`config.mk`:
```
export PLATFORM = sky130hd
export DESIGN_NAME = mx_mdio_master
export DESIGN_NICKNAME = d
export VERILOG_FILES = /design/src/rtl/mx_mdio_master.sv
export SDC_FILE = /design/constraint.sdc
export NUM_CORES = 1
export LEC_CHECK = 0
export BUFFER_PORTS_ARGS = -buffer_cell sky130_fd_sc_hd__buf_2
export CORE_ASPECT_RATIO = 1.25
export CORE_UTILIZATION = 55
export DETAILED_ROUTE_END_ITERATION = 10
export MAX_ROUTING_LAYER = met4
export PLACE_DENSITY = 0.77
export SETUP_SLACK_MARGIN = 0.5
export SLEW_MARGIN = 30
export SYNTH_ARGS = -nofsm -noshare
export SYNTH_HDL_FRONTEND = slang
export SYNTH_SLANG_ARGS = --single-unit
```
`constraint.sdc`:
```
create_clock -name clk_i -period 2.6 [get_ports clk_i]
set_input_delay 0.52 -clock clk_i [delete_from_list [all_inputs] [get_ports clk_i]]
set_output_delay 0.52 -clock clk_i [all_outputs]
set_load 0.02 [all_outputs]
```
`src/rtl/mx_mdio_master.sv`:
```
// Clause 45 MDIO master: serialises one address/write/read frame per run_i rising edge.
// Optional build macro MX_MDIO_PRE_SUPPRESS_EN skips the preamble so frames start at ST.
module mx_mdio_master #(
    parameter int unsigned DIV_W   = 6,
    parameter int unsigned PRE_LEN = 32
) (
    input  logic             clk_i,
    input  logic             rst_n_i,
    input  logic             soft_rst_i,
    input  logic             run_i,
    input  logic [1:0]       cop_i,
    input  logic [DIV_W-1:0] divider_i,
    input  logic [4:0]       phy_addr_i,
    input  logic [4:0]       dev_addr_i,
    input  logic [15:0]      wr_data_i,
    output logic [15:0]      rd_data_o,
    output logic             rd_data_val_o,
    output logic             busy_o,
    output logic             mdc_o,
    output logic             mdio_o,
    output logic             mdio_oe_o,
    input  logic             mdio_i
);

    localparam int unsigned CNT_W = 6;
    localparam int unsigned SR_W  = 32;
    localparam int unsigned RD_W  = 16;
`ifdef MX_MDIO_PRE_SUPPRESS_EN
    localparam int unsigned PRE_BITS = PRE_LEN * 0;
`else
    localparam int unsigned PRE_BITS = PRE_LEN;
`endif
    localparam logic [CNT_W-1:0] PRE_LAST  = CNT_W'(PRE_BITS - 1);
    localparam logic [CNT_W-1:0] HDR_LAST  = CNT_W'(13);
    localparam logic [CNT_W-1:0] TA_LAST   = CNT_W'(1);
    localparam logic [CNT_W-1:0] DATA_LAST = CNT_W'(15);

    typedef enum logic [2:0] {
        S_IDLE, S_PRE, S_HDR, S_TA, S_DATA, S_DONE
    } state_t;

    state_t            r_state, w_state_nxt;
    logic              r_run, r_run_d;
    logic [DIV_W-1:0]  r_div, w_div_nxt;
    logic [DIV_W-1:0]  r_div_cnt, w_div_cnt_nxt;
    logic              r_phase, w_phase_nxt;
    logic [CNT_W-1:0]  r_bit_cnt, w_bit_cnt_nxt;
    logic [SR_W-1:0]   r_sr, w_sr_nxt;
    logic [RD_W-1:0]   r_rd_sh, w_rd_sh_nxt;
    logic              r_read, w_read_nxt;
    logic [15:0]       w_rd_data_nxt;
    logic              w_rd_val_nxt, w_busy_nxt, w_mdc_nxt, w_mdio_nxt, w_oe_nxt;
    logic              w_start, w_half_end, w_rise, w_bit_end, w_emit, w_drv;
    logic [SR_W-1:0]   w_frame;

    assign w_start = r_run & ~r_run_d;
    assign w_frame = {2'b00, cop_i, phy_addr_i, dev_addr_i, 2'b10, wr_data_i};

    // run_i edge detector; deliberately untouched by soft reset so a held run_i cannot relaunch
    always_ff @(posedge clk_i or negedge rst_n_i) begin
        if (!rst_n_i) begin
            r_run   <= 1'b0;
            r_run_d <= 1'b0;
        end else begin
            r_run   <= run_i;
            r_run_d <= r_run;
        end
    end

    always_ff @(posedge clk_i or negedge rst_n_i) begin
        if (!rst_n_i) begin
            r_state <= S_IDLE; r_div <= '0; r_div_cnt <= '0; r_phase <= 1'b0;
            r_bit_cnt <= '0; r_sr <= '0; r_rd_sh <= '0; r_read <= 1'b0;
            rd_data_o <= '0; rd_data_val_o <= 1'b0; busy_o <= 1'b0;
            mdc_o <= 1'b0; mdio_o <= 1'b1; mdio_oe_o <= 1'b0;
        end else if (soft_rst_i) begin
            r_state <= S_IDLE; r_div <= '0; r_div_cnt <= '0; r_phase <= 1'b0;
            r_bit_cnt <= '0; r_sr <= '0; r_rd_sh <= '0; r_read <= 1'b0;
            rd_data_o <= '0; rd_data_val_o <= 1'b0; busy_o <= 1'b0;
            mdc_o <= 1'b0; mdio_o <= 1'b1; mdio_oe_o <= 1'b0;
        end else begin
            r_state <= w_state_nxt; r_div <= w_div_nxt; r_div_cnt <= w_div_cnt_nxt;
            r_phase <= w_phase_nxt; r_bit_cnt <= w_bit_cnt_nxt; r_sr <= w_sr_nxt;
            r_rd_sh <= w_rd_sh_nxt; r_read <= w_read_nxt;
            rd_data_o <= w_rd_data_nxt; rd_data_val_o <= w_rd_val_nxt; busy_o <= w_busy_nxt;
            mdc_o <= w_mdc_nxt; mdio_o <= w_mdio_nxt; mdio_oe_o <= w_oe_nxt;
        end
    end

    always_comb begin
        w_state_nxt   = r_state;
        w_div_nxt     = r_div;
        w_div_cnt_nxt = r_div_cnt;
        w_phase_nxt   = r_phase;
        w_bit_cnt_nxt = r_bit_cnt;
        w_sr_nxt      = r_sr;
        w_rd_sh_nxt   = r_rd_sh;
        w_read_nxt    = r_read;
        w_rd_data_nxt = rd_data_o;
        w_rd_val_nxt  = rd_data_val_o;
        w_busy_nxt    = busy_o;
        w_mdc_nxt     = mdc_o;
        w_mdio_nxt    = mdio_o;
        w_oe_nxt      = mdio_oe_o;
        w_emit        = 1'b0;
        w_drv         = 1'b0;
        w_half_end    = (r_div_cnt == r_div);
        w_rise        = (r_state != S_IDLE) && !r_phase && w_half_end;
        w_bit_end     = (r_state != S_IDLE) && r_phase && w_half_end;

        // MDC half-period timer: low half then high half, each divider+1 cycles
        if (r_state != S_IDLE) begin
            if (w_half_end) begin
                w_div_cnt_nxt = '0;
                w_phase_nxt   = ~r_phase;
                w_mdc_nxt     = ~r_phase;
            end else begin
                w_div_cnt_nxt = r_div_cnt + DIV_W'(1);
            end
        end

        if (w_rise && (r_state == S_DATA)) begin
            w_rd_sh_nxt = {r_rd_sh[RD_W-2:0], mdio_i};
        end

        unique case (r_state)
            S_IDLE: begin
                if (w_start) begin
                    w_div_nxt     = divider_i;
                    w_read_nxt    = cop_i[1];
                    w_busy_nxt    = 1'b1;
                    w_rd_val_nxt  = 1'b0;
                    w_oe_nxt      = 1'b1;
                    w_div_cnt_nxt = '0;
                    w_phase_nxt   = 1'b0;
                    w_mdc_nxt     = 1'b0;
                    if (PRE_BITS == 0) begin
                        w_state_nxt   = S_HDR;
                        w_bit_cnt_nxt = HDR_LAST;
                        w_mdio_nxt    = w_frame[SR_W-1];
                        w_sr_nxt      = {w_frame[SR_W-2:0], 1'b0};
                    end else begin
                        w_state_nxt   = S_PRE;
                        w_bit_cnt_nxt = PRE_LAST;
                        w_mdio_nxt    = 1'b1;
                        w_sr_nxt      = w_frame;
                    end
                end
            end
            S_PRE: begin
                if (w_bit_end) begin
                    if (r_bit_cnt == '0) begin
                        w_state_nxt   = S_HDR;
                        w_bit_cnt_nxt = HDR_LAST;
                        w_emit        = 1'b1;
                        w_drv         = 1'b1;
                    end else begin
                        w_bit_cnt_nxt = r_bit_cnt - CNT_W'(1);
                    end
                end
            end
            S_HDR: begin
                if (w_bit_end) begin
                    w_emit = 1'b1;
                    if (r_bit_cnt == '0) begin
                        w_state_nxt   = S_TA;
                        w_bit_cnt_nxt = TA_LAST;
                        w_drv         = ~r_read;
                    end else begin
                        w_bit_cnt_nxt = r_bit_cnt - CNT_W'(1);
                        w_drv         = 1'b1;
                    end
                end
            end
            S_TA: begin
                if (w_bit_end) begin
                    w_emit = 1'b1;
                    w_drv  = ~r_read;
                    if (r_bit_cnt == '0) begin
                        w_state_nxt   = S_DATA;
                        w_bit_cnt_nxt = DATA_LAST;
                    end else begin
                        w_bit_cnt_nxt = r_bit_cnt - CNT_W'(1);
                    end
                end
            end
            S_DATA: begin
                if (w_bit_end) begin
                    if (r_bit_cnt == '0) begin
                        w_state_nxt   = S_DONE;
                        w_bit_cnt_nxt = '0;
                        w_oe_nxt      = 1'b0;
                        w_mdio_nxt    = 1'b1;
                    end else begin
                        w_bit_cnt_nxt = r_bit_cnt - CNT_W'(1);
                        w_emit        = 1'b1;
                        w_drv         = ~r_read;
                    end
                end
            end
            S_DONE: begin
                if (w_bit_end) begin
                    w_state_nxt = S_IDLE;
                    w_busy_nxt  = 1'b0;
                    if (r_read) begin
                        w_rd_data_nxt = r_rd_sh;
                        w_rd_val_nxt  = 1'b1;
                    end
                end
            end
            default: w_state_nxt = S_IDLE;
        endcase

        // bit start: drive the next frame bit, or release the line during read turnaround/data
        if (w_emit) begin
            w_mdio_nxt = w_drv ? r_sr[SR_W-1] : 1'b1;
            w_oe_nxt   = w_drv;
            w_sr_nxt   = {r_sr[SR_W-2:0], 1'b0};
        end
    end

endmodule
```
# Yosys cells after proc, flatten, opt, wreduce, memory -nomap -nowiden
# Index checks and enable logic that the tools add are counted.
[totals]
regBits = 94
input_bits = 39
[op_classes]
addsub = 2
n_eq_ne = 20
muxes = 86
bitwise = 4
reduce_logical = 29
[op_table]
columns = ["op", "n"]
rows = [
  ["$mux 32", 4],
  ["$mux 6", 18],
  ["$mux 16", 6],
  ["$mux 1", 39],
  ["$mux 3", 11],
  ["$ne 3x3->1 const B", 10],
  ["$pmux 6 s5", 1],
  ["$pmux 3 s6", 1],
  ["$reduce_bool 2->1", 6],
  ["$reduce_bool 3->1", 4],
  ["$reduce_and 10->1", 1],
  ["$ne 4x4->1 const B", 2],
  ["$pmux 1 s2", 4],
  ["$reduce_and 4->1", 2],
  ["$add 6x1->6 const B", 1],
  ["$eq 3x2->1 const B", 2],
  ["$eq 3x3->1 const B", 2],
  ["$eq 6x6->1", 1],
  ["$logic_not 6->1", 1],
  ["$reduce_and 3->1", 2],
  ["$reduce_and 6->1", 1],
  ["$reduce_bool 6->1", 1],
  ["$sub 6x1->6 const B", 1],
  ["$logic_and 1x1->1", 5],
  ["other kinds (12)", 15],
]

# Longest topological paths before layout
# Gate-level depths: netlist (run 1).
[logic_depth]
word_depth = 8
depth_mapped = 10

# Worst setup path after synthesis (run 1)
# Ideal clock, no wire load.
[synth_path]
path_type = "flip-flop to flip-flop"
start = "reg r_div_cnt[0]"
end = "reg r_rd_sh[10]"
setup_time_ns = 0.132
arrival_ns = 1.728
slack_ns = 0.740
stages_incl_launch_ff = 9
n_path_buf = 2
period_less_slack_ns = 1.860
path_cell_list = "dfrtp_1 > xnor2_1 > and4_4 > nand2_2 > or3_1 > buf_6 > buf_12 > mux2i_1 > nor2_1"
[synth_between]
elab_chain_len = 4
[synth_lines]
columns = ["element", "line_no", "rtl"]
rows = [
  ["from (decl)", "45", "logic [DIV_W-1:0] r_div_cnt, w_div_cnt_nxt;"],
  ["from (signal assigned)", "82", "r_state <= w_state_nxt; r_div <= w_div_nxt; r_div_cnt <= w_div_cnt_nxt;"],
  ["$eq 6x6->1", "107", "w_half_end = (r_div_cnt == r_div);"],
  ["$logic_and 1x1->1", "108", "w_rise = (r_state != S_IDLE) && !r_phase && w_half_end;"],
  ["$logic_and 1x1->1", "122", "if (w_rise && (r_state == S_DATA)) begin"],
  ["$reduce_bool 2->1 (no line)", "-", ""],
  ["to (signal assigned)", "84", "r_rd_sh <= w_rd_sh_nxt; r_read <= w_read_nxt;"],
  ["to (decl)", "49", "logic [RD_W-1:0] r_rd_sh, w_rd_sh_nxt;"],
]
# Every way passes these cells.
# A chain may end at the register's enable or synchronous reset.

# Final worst setup path (run 1)
[layout_path]
start = "reg r_div_cnt[0]"
end = "reg r_rd_sh[15]"
# The elaborated chain is that of the path after synthesis.

==> flow_metrics.tcl, run 1 <==
set metrics [dict create \
    fmax_mhz 499 \
    crit_path_max_fanout 16 \
    synth_seq_cells 94 \
    vias 3577 \
    rr_worst_depth 7 \
    critPathArrivalTime_ns 2.24 \
    synth_cell_type_count 51 \
    rrSetupSlack_ns 0.60 \
    finalSetupTns_ns 0 \
    criticalPathCategory "flop to flop" \
    syn_inst 466 \
    place_area_um2 4850 \
    powerDensity_nw_per_um2 605 \
    final_area_um2 5190 \
    drv_slew 0 \
    layout.cells.non_filler 618 \
    route.detailed.drc 0 \
    layout-drive-gt1-share 0.233 \
    yosysTopAreaCell "dfrtp_1" \
    seq_area_frac_synth 0.520 \
    routed_wl_um 9650 \
    initial_core_util 0.574 \
    syn2layout_area_growth_pct 14.8 \
    nets 560 \
    worstHoldEndpoint "r_run" \
    crit_required_ns 2.83 \
    hold_depth 1 \
    portBuffers 59 \
    drt_iter0_markers 186 \
    r2r-start "r_div_cnt[0]" \
    dieArea_um2 8590 \
    tightest_slew_ns 0.434 \
    placed_cells 598 \
    ctsHtreeMaxLevel 3 \
    synth_commonest_cells "93 x dfrtp_1, 67 x nand2_1, 63 x nor2_1" \
    rsz0062_at_grt "yes" \
    clockBufferDepth 2 \
    fill_cells 656 \
    clkTransAtPathRegs_ns 0.09 \
    first_pass_iters 4 \
    synth_edf_count 0 \
    grt_max_degree 49 \
    ys_top_cells_by_area "dfrtp_1 51%, nand2_1 5.6%, a221oi_1 5.2%, nor2_1 5.2%, mux2i_1 4.4%" \
    async_reset_ff_frac 1.00 \
    status "complete, no violations" \
    ant_nets 0 \
    syn_area_per_cell_um2 9.71 \
    synthFlopType "dfrtp_1" \
    grt_pass1_vias 3517 \
    cts_tree "done" \
    grt_first_pass_wirelength_um 16600 \
    finalCritPeriodShare 0.770 \
    leakage_nw 2.48 \
    overflow 0 \
    routed_via_density 5.79 \
    syn_area_um2 4520 \
    setup_viol 0 \
    cts_sinks 94 \
    synth_top_area_frac 0.515 \
    pin_count 60 \
    start_kind "flop" \
    grt_usage 0.251 \
    skew_ns 0.0137 \
    worstSetupEndpointType "flop" \
    die_x_um 83.1 \
    wire_per_inst_um 15.6 \
    antenna_cells 0 \
    cap_violations 0 \
    gp_congestion 0.900 \
    numCtsBuffers 9 \
    antenna_found_initial 0 \
    hp-start "run_i" \
    synthMostInstantiatedCell "dfrtp_1" \
    max_slew_margin 0.711 \
    synthesis.nets 508 \
    rows 36 \
    yosysWarningCount 0 \
    place_ws_ns 0.398 \
    vdd_drop_max_mv 0.498 \
    clock_latency_ns 0.36 \
    r2r-end "r_rd_sh[15]" \
    hp-class "input port to flop" \
    holdWs_ns 0.261 \
    core_area_um2 7880 \
    hold_viol 0 \
    clockRootBuffer "clkbuf_8" \
    finalWorstSetupSlack_ns 0.597 \
    min_period_ns 2.00 \
    fp.dieH_um 103 \
    hpwl_um 6440 \
]
==> stage by stage <==
| step | util | power, W |
|---|---|---|
| after CTS | 0.651 | 0.00314 |
| after global placement | 0.616 | 0.00206 |
| after floorplan | - | 0.00192 |
| after global routing | 0.659 | 0.00327 |
| final | 0.659 | 0.00314 |
| after detailed placement | 0.616 | 0.00208 |
==> cells by family (layout without fill, tap and decap cells) <==
family,Yosys count,in the layout,share of synthesized area
buf+inv,43,100,0.0512
mux,21,21,0.0467
flops,94,94,0.520
simple gates,197,197,0.201
compound gates,92,92,0.138
fa+ha+maj,3,3,0.00830
xor+xnor,16,16,0.0343
==> worst max path at each step <==
stage / from / endpoint / slack, ns / depth (start not counted)
2_1_floorplan: r_div_cnt[0] / r_rd_sh[10] / 0.74 / 8
3_3_place_gp: r_state[0] / r_bit_cnt[2] / 0.48 / 4
3_5_place_dp: r_state[0] / r_sr[22] / 0.40 / 7
4_1_cts: r_div_cnt[0] / r_sr[22] / 0.50 / 7
5_1_grt: r_div_cnt[0] / r_sr[6] / 0.46 / 7
6_report: r_div_cnt[0] / r_rd_sh[15] / 0.60 / 7
==> layout make-up <==
type	count	area [um^2]	area share
inverter	7	26.3	0.00506
tap	95	119	0.0229
multi-input combinational	329	2010	0.386
clock buffer	9	124	0.0238
clock inverter	7	96.3	0.0185
timing repair buffer	77	464	0.0894
sequential	94	2360	0.454
==> sequential cells by signal, indices dropped and copies added, names as in the netlist <==
signal and cells:
r_rd_sh 16, rd_data_val_o 1, r_state 3, r_div_cnt 6, r_run_d 1, mdc_o 1, r_run 1, mdio_oe_o 1
busy_o 1, r_sr 32, r_phase 1, rd_data_o 16, r_div 6, r_read 1, r_bit_cnt 6, mdio_o 1
==> worst max-delay path, stage by stage (launching register included) <==
cell     delay [ns]
dfrtp_1        0.47
xnor2_2        0.24
and4_4         0.28
nand2_2        0.06
or3_1          0.34
buf_4          0.23
mux2i_2        0.21
nor2_1         0.06
==> power by group <==
group / switching, W / internal [W] / total [W]
Sequential: 0.0000602 / 0.00151 / 0.00157
Clock: 0.000510 / 0.000545 / 0.00105
Combinational: 0.000312 / 0.000199 / 0.000512
Total: 0.000883 / 0.00226 / 0.00314
==> placed cells by master, fill, tap and decap left out, types with 3 or more instances in the layout <==
cell type,n
mux2i_1,19
buf_2,58
nor2_1,63
buf_4,15
dfrtp_2,4
inv_1,7
a221oi_1,27
o21ai_0,5
ha_1,3
a211oi_1,6
nand3_1,6
xor2_1,7
a21oi_1,37
nand2_1,66
xnor2_2,4
xnor2_1,5
dfrtp_1,89
clkbuf_8,9
nor3_1,37
==> routing by layer <==
metal / GRT usage / share of wire / wire length, um / vias up
met5: - / 0 / 0 / -
met2: 0.416 / 0.49 / 4690 / 102
met3: 0.0452 / 0.047 / 454 / 19
met4: 0.102 / 0.022 / 214 / 0
li1: - / - / - / 1738
met1: 0.308 / 0.44 / 4300 / 1718
==> repair_timing <==
item	4_1_cts	5_1_grt
hold buffers	1	0
gates resized for setup	7	16
endpoints found under the setup margin	48	58
endpoints found under the hold margin	9	0
buffers inserted	3	0
pin swaps	3	6
Note: power is estimated with default switching activity, not from simulation.
==> run 2: changes to the inputs <==
CORE_UTILIZATION = 52   (was 55)
PLACE_DENSITY = 0.76   (was 0.77)
clock period = 1.7 ns   (was 2.6 ns; I/O delays follow)
==> flow_metrics.tcl, run 2 (synthesis results as in run 1) <==
set metrics [dict create \
    min_period_ns 1.97 \
    critPathArrivalTime_ns 2.28 \
    grtUsageMet2 0.430 \
    ctsHtreeMaxLevel 3 \
    met1_usage 0.339 \
    use_met3 0.0342 \
    skew_ns 0.0140 \
    routed_via_density 6.05 \
    criticalPathCategory "flop to flop" \
    largest_reg_flops 32 \
    syn2layout_area_growth_pct 46.8 \
    pin_count 60 \
    hpwl_um 7150 \
    routed_wl_um 13100 \
    gp_congestion 0.941 \
    antenna_found_initial 0 \
    place_area_um2 5420 \
    overflow 0 \
    start_kind "flop" \
    route.detailed.drc 0 \
    grt_first_pass_wirelength_um 18600 \
    max_slew_margin 0.734 \
    cts_sinks 94 \
    clockRootBuffer "clkbuf_8" \
    crit_path_max_fanout 8 \
    leakage_nw 3.14 \
    fp.dieH_um 106 \
    status "complete, but fails checks" \
    top_regs "r_sr: 32 flops, r_rd_sh: 16 flops, rd_data_o: 16 flops" \
    top_usage_layer "met2" \
    ant_nets 0 \
    drv_slew 0 \
    cts_tree "done" \
    first_pass_iters 5 \
    tightest_slew_ns 0.399 \
    dieArea_um2 9080 \
    clkTransAtPathRegs_ns 0.11 \
    hold_viol 0 \
    largest_register "r_sr" \
    hp-class "input port to flop" \
    holdWs_ns 0.0704 \
    layout-drive-gt1-share 0.497 \
    fmax_mhz 507 \
    wire_per_inst_um 18.9 \
    numCtsBuffers 9 \
    final_cell_mix "90 x dfrtp_1, 67 x buf_4, 49 x nand2_1" \
    hp-start "run_i" \
    core_area_um2 8330 \
    layout_commonest_cell "dfrtp_1" \
    rows 37 \
    vdd_drop_max_mv 0.613 \
    initial_core_util 0.543 \
    cap_violations 0 \
    fill_cells 447 \
    setup_viol 77 \
    place_ws_ns -0.230 \
    worstHoldEndpoint "r_run" \
    finalWorstSetupSlack_ns -0.273 \
    powerDensity_nw_per_um2 776 \
    portBuffers 59 \
    grt_usage 0.267 \
    worstSetupEndpointType "flop" \
    drt_iter0_markers 283 \
    antenna_cells 0 \
    grt_max_degree 41 \
    die_x_um 85.4 \
    hold_depth 1 \
    rrSetupSlack_ns -0.27 \
    multi_input_area_um2 2580 \
    grt_pass1_vias 4004 \
    r2r-end "rd_data_o[3]" \
    vias 4205 \
    regArea_um2 2360 \
    nets 635 \
    rr_worst_depth 7 \
    crit_required_ns 2.01 \
    clock_latency_ns 0.38 \
    finalCritPeriodShare 1.16 \
    final_area_um2 6640 \
    clockBufferDepth 2 \
    rsz0062_at_grt "yes" \
    r2r-start "r_div_cnt[4]" \
    violations "negative setup slack" \
]
[run 2: cell count changes in the layout (fill, tap and decap cells not counted), sizes merged]
cell      previous run  this run
buf                 76       148
clkinvlp             0         3
inv                  8         9
clkbuf               9        13
clkinv               4         1
bufinv               2         0
[run 2: layout make-up]
class,count,share of cell area
timing repair buffer,152,0.206
clock inverter,6,0.00829
clock buffer,10,0.0192
inverter,7,0.00452
multi-input combinational,329,0.389
tap,97,0.0183
sequential,94,0.355
[run 2: report_power, final]
part	internal, W	switching (W)	leakage (nW)
Combinational	0.000607	0.000719	1.77
Sequential	0.00232	0.0000776	1.28
Clock	0.000561	0.000873	0.0869
[run 2: worst max-delay path by stage]
| stage | start | endpoint |
|---|---|---|
| 4_1_cts | r_div[0] | r_rd_sh[15] |
| 5_1_grt | r_div_cnt[4] | r_sr[18] |
| 2_1_floorplan | r_div_cnt[0] | r_rd_sh[10] |
| 3_5_place_dp | r_div[1] | r_sr[5] |
| 6_report | r_div_cnt[4] | rd_data_o[3] |
| 3_3_place_gp | r_state[0] | r_bit_cnt[0] |
[run 2: critical path, stage by stage, from the launching register on]
cell and delay (ns):
dfrtp_1 0.42, xor2_1 0.19, or2_4 0.27, nor4_4 0.32
and4_4 0.33, clkbuf_16 0.18, nand2_4 0.05, a21oi_2 0.16
[run 2: what timing repair did]
| action | CTS | global route |
|---|---|---|
| hold buffers | 1 | 0 |
| resized for setup | 51 | 129 |
| hold endpoints to repair | 27 | 0 |
| gates cloned | 1 | 4 |
| pin swaps | 16 | 51 |
| setup endpoints to repair | 113 | 113 |
| buffers inserted | 15 | 15 |
[run 2: through the flow]
step           utilization  power, W  cells  setup TNS (ns)
5_1_grt              0.797   0.00539    695          -20.30
3_5_place_dp         0.651   0.00342    643          -10.32
2_1_floorplan            -   0.00302    466           -2.76
4_1_cts              0.713   0.00491    676          -10.18
3_3_place_gp         0.651   0.00339    643           -6.86
6_report             0.797   0.00515    695          -14.22
[run 2: layer usage]
layer  vias to the layer above  share of wire  wire length, um
li1                       1899              -                -
met4                         0          0.027              352
met5                         -              0                0
met2                       183           0.54             7120
met3                        31          0.050              656
met1                      2092           0.38             4970
==> run 3: changes to the inputs <==
GPL_TIMING_DRIVEN = 0   (was not set)
==> flow_metrics.tcl, run 3 (synthesis results as in run 1) <==
set metrics [dict create \
    clkTransAtPathRegs_ns 0.11 \
    dieArea_um2 9080 \
    max_slew_margin 0.437 \
    routed_via_density 6.03 \
    cts_sinks 94 \
    skew_ns 0.0150 \
    criticalPathCategory "flop to flop" \
    portBuffers 58 \
    syn2layout_area_growth_pct 45.8 \
    grt_first_pass_wirelength_um 19100 \
    crit_path_max_fanout 8 \
    clock_latency_ns 0.38 \
    layout.cells.non_filler 692 \
    vdd_drop_max_mv 0.537 \
    numCtsBuffers 9 \
    rows 37 \
    overflow 0 \
    pin_count 60 \
    powerDensity_nw_per_um2 776 \
    regArea_um2 2360 \
    route.detailed.drc 0 \
    first_pass_iters 5 \
    core_area_um2 8330 \
    grt_max_degree 73 \
    drt_iter0_markers 298 \
    placed_cells 622 \
    hold_viol 0 \
    antenna_cells 0 \
    finalWorstSetupSlack_ns -0.478 \
    ctsHtreeMaxLevel 3 \
    grt_pass1_vias 3974 \
    largest_register "r_sr" \
    cap_violations 0 \
    hp-class "input port to flop" \
    die_x_um 85.4 \
    nets 632 \
    antenna_found_initial 0 \
    critPathArrivalTime_ns 2.44 \
    drv_slew 0 \
    ant_nets 0 \
    rsz0062_at_grt "yes" \
    status "complete, but fails checks" \
    finalCritPeriodShare 1.28 \
    hold_depth 1 \
    leakage_nw 3.19 \
    initial_core_util 0.543 \
    fill_cells 475 \
    multi_input_area_um2 2560 \
    cts_tree "done" \
    post-route-util 0.791 \
    tightest_slew_ns 0.844 \
    layout-drive-gt1-share 0.459 \
    min_period_ns 2.18 \
    violations "negative setup slack" \
    clockBufferDepth 2 \
    rr_worst_depth 8 \
    final_cell_mix "87 x dfrtp_1, 54 x nor2_1, 44 x nand2_1" \
    worstSetupEndpointType "flop" \
    routed_wl_um 13300 \
    grt_usage 0.279 \
    vias 4170 \
    wire_per_inst_um 19.2 \
    fmax_mhz 459 \
    clockRootBuffer "clkbuf_8" \
    top_regs "r_sr: 32 flops, r_rd_sh: 16 flops, rd_data_o: 16 flops" \
    start_kind "flop" \
    hpwl_um 7300 \
    largest_reg_flops 32 \
    fp.dieH_um 106 \
    setup_viol 77 \
    gp_congestion 0.850 \
    layout_commonest_cell "dfrtp_1" \
    crit_required_ns 1.97 \
]
run 3: through the flow:
| step | setup slack (ns) | total power [W] | hold WS (ns) | TNS [ns] | instance area [um^2] |
|---|---|---|---|---|---|
| after floorplan | -0.0959 | 0.00302 | 0.0444 | -2.76 | 4760 |
| after global placement | -0.758 | 0.00325 | 0.355 | -78.34 | 5170 |
| after detailed placement | -0.541 | 0.00329 | 0.215 | -26.18 | 5200 |
| after CTS | -0.259 | 0.00491 | 0.0549 | -16.42 | 6040 |
| after global routing | -0.572 | 0.00534 | 0.0512 | -30.27 | 6600 |
| final | -0.478 | 0.00512 | 0.0722 | -23.68 | 6600 |
run 3: timing repair:
item	4_1_cts	5_1_grt
endpoints found under the hold margin	22	0
gates resized for setup	102	90
cloned	2	3
setup buffers	30	18
endpoints found under the setup margin	113	113
pin swaps	36	41
hold buffers	1	0
run 3: per-layer routing:
layer	GRT usage	wire [um]	up-vias
met3	0.0326	620	42
li1	-	-	1897
met5	-	0	-
met4	0.142	429	0
met2	0.455	6920	162
met1	0.343	5300	2069
run 3: area by class of cell:
| type | instances | share of cell area |
|---|---|---|
| multi-input combinational | 329 | 0.389 |
| sequential | 94 | 0.358 |
| timing repair buffer | 113 | 0.150 |
| buffer | 36 | 0.0524 |
| clock buffer | 9 | 0.0188 |
| tap | 97 | 0.0184 |
| clock inverter | 7 | 0.0101 |
| inverter | 7 | 0.00398 |
run 3: report_power, final:
group          switching [W]  internal, W  leakage [nW]
combinational       0.000690     0.000544          1.81
clock               0.000916     0.000568        0.0953
sequential         0.0000850      0.00232          1.28
run 3: final timing paths:
kind                              start            to  slack, ns
min                               run_i         r_run       0.07
max                        r_div_cnt[1]   r_rd_sh[14]      -0.48
max reg2reg                r_div_cnt[1]   r_rd_sh[14]      -0.48
min in group asynchronous       rst_n_i  r_div_cnt[3]       0.38
min reg2reg                       r_run       r_run_d       0.39
max in group asynchronous       rst_n_i        mdio_o       0.66
run 3: critical path, cell delays in order, from the launching register on:
cell and delay (ns):
dfrtp_1 0.45, xor2_1 0.19, nor2_1 0.33, nand2_4 0.10
or3_4 0.38, buf_8 0.16, buf_12 0.14, mux2i_1 0.26
nor2_1 0.07
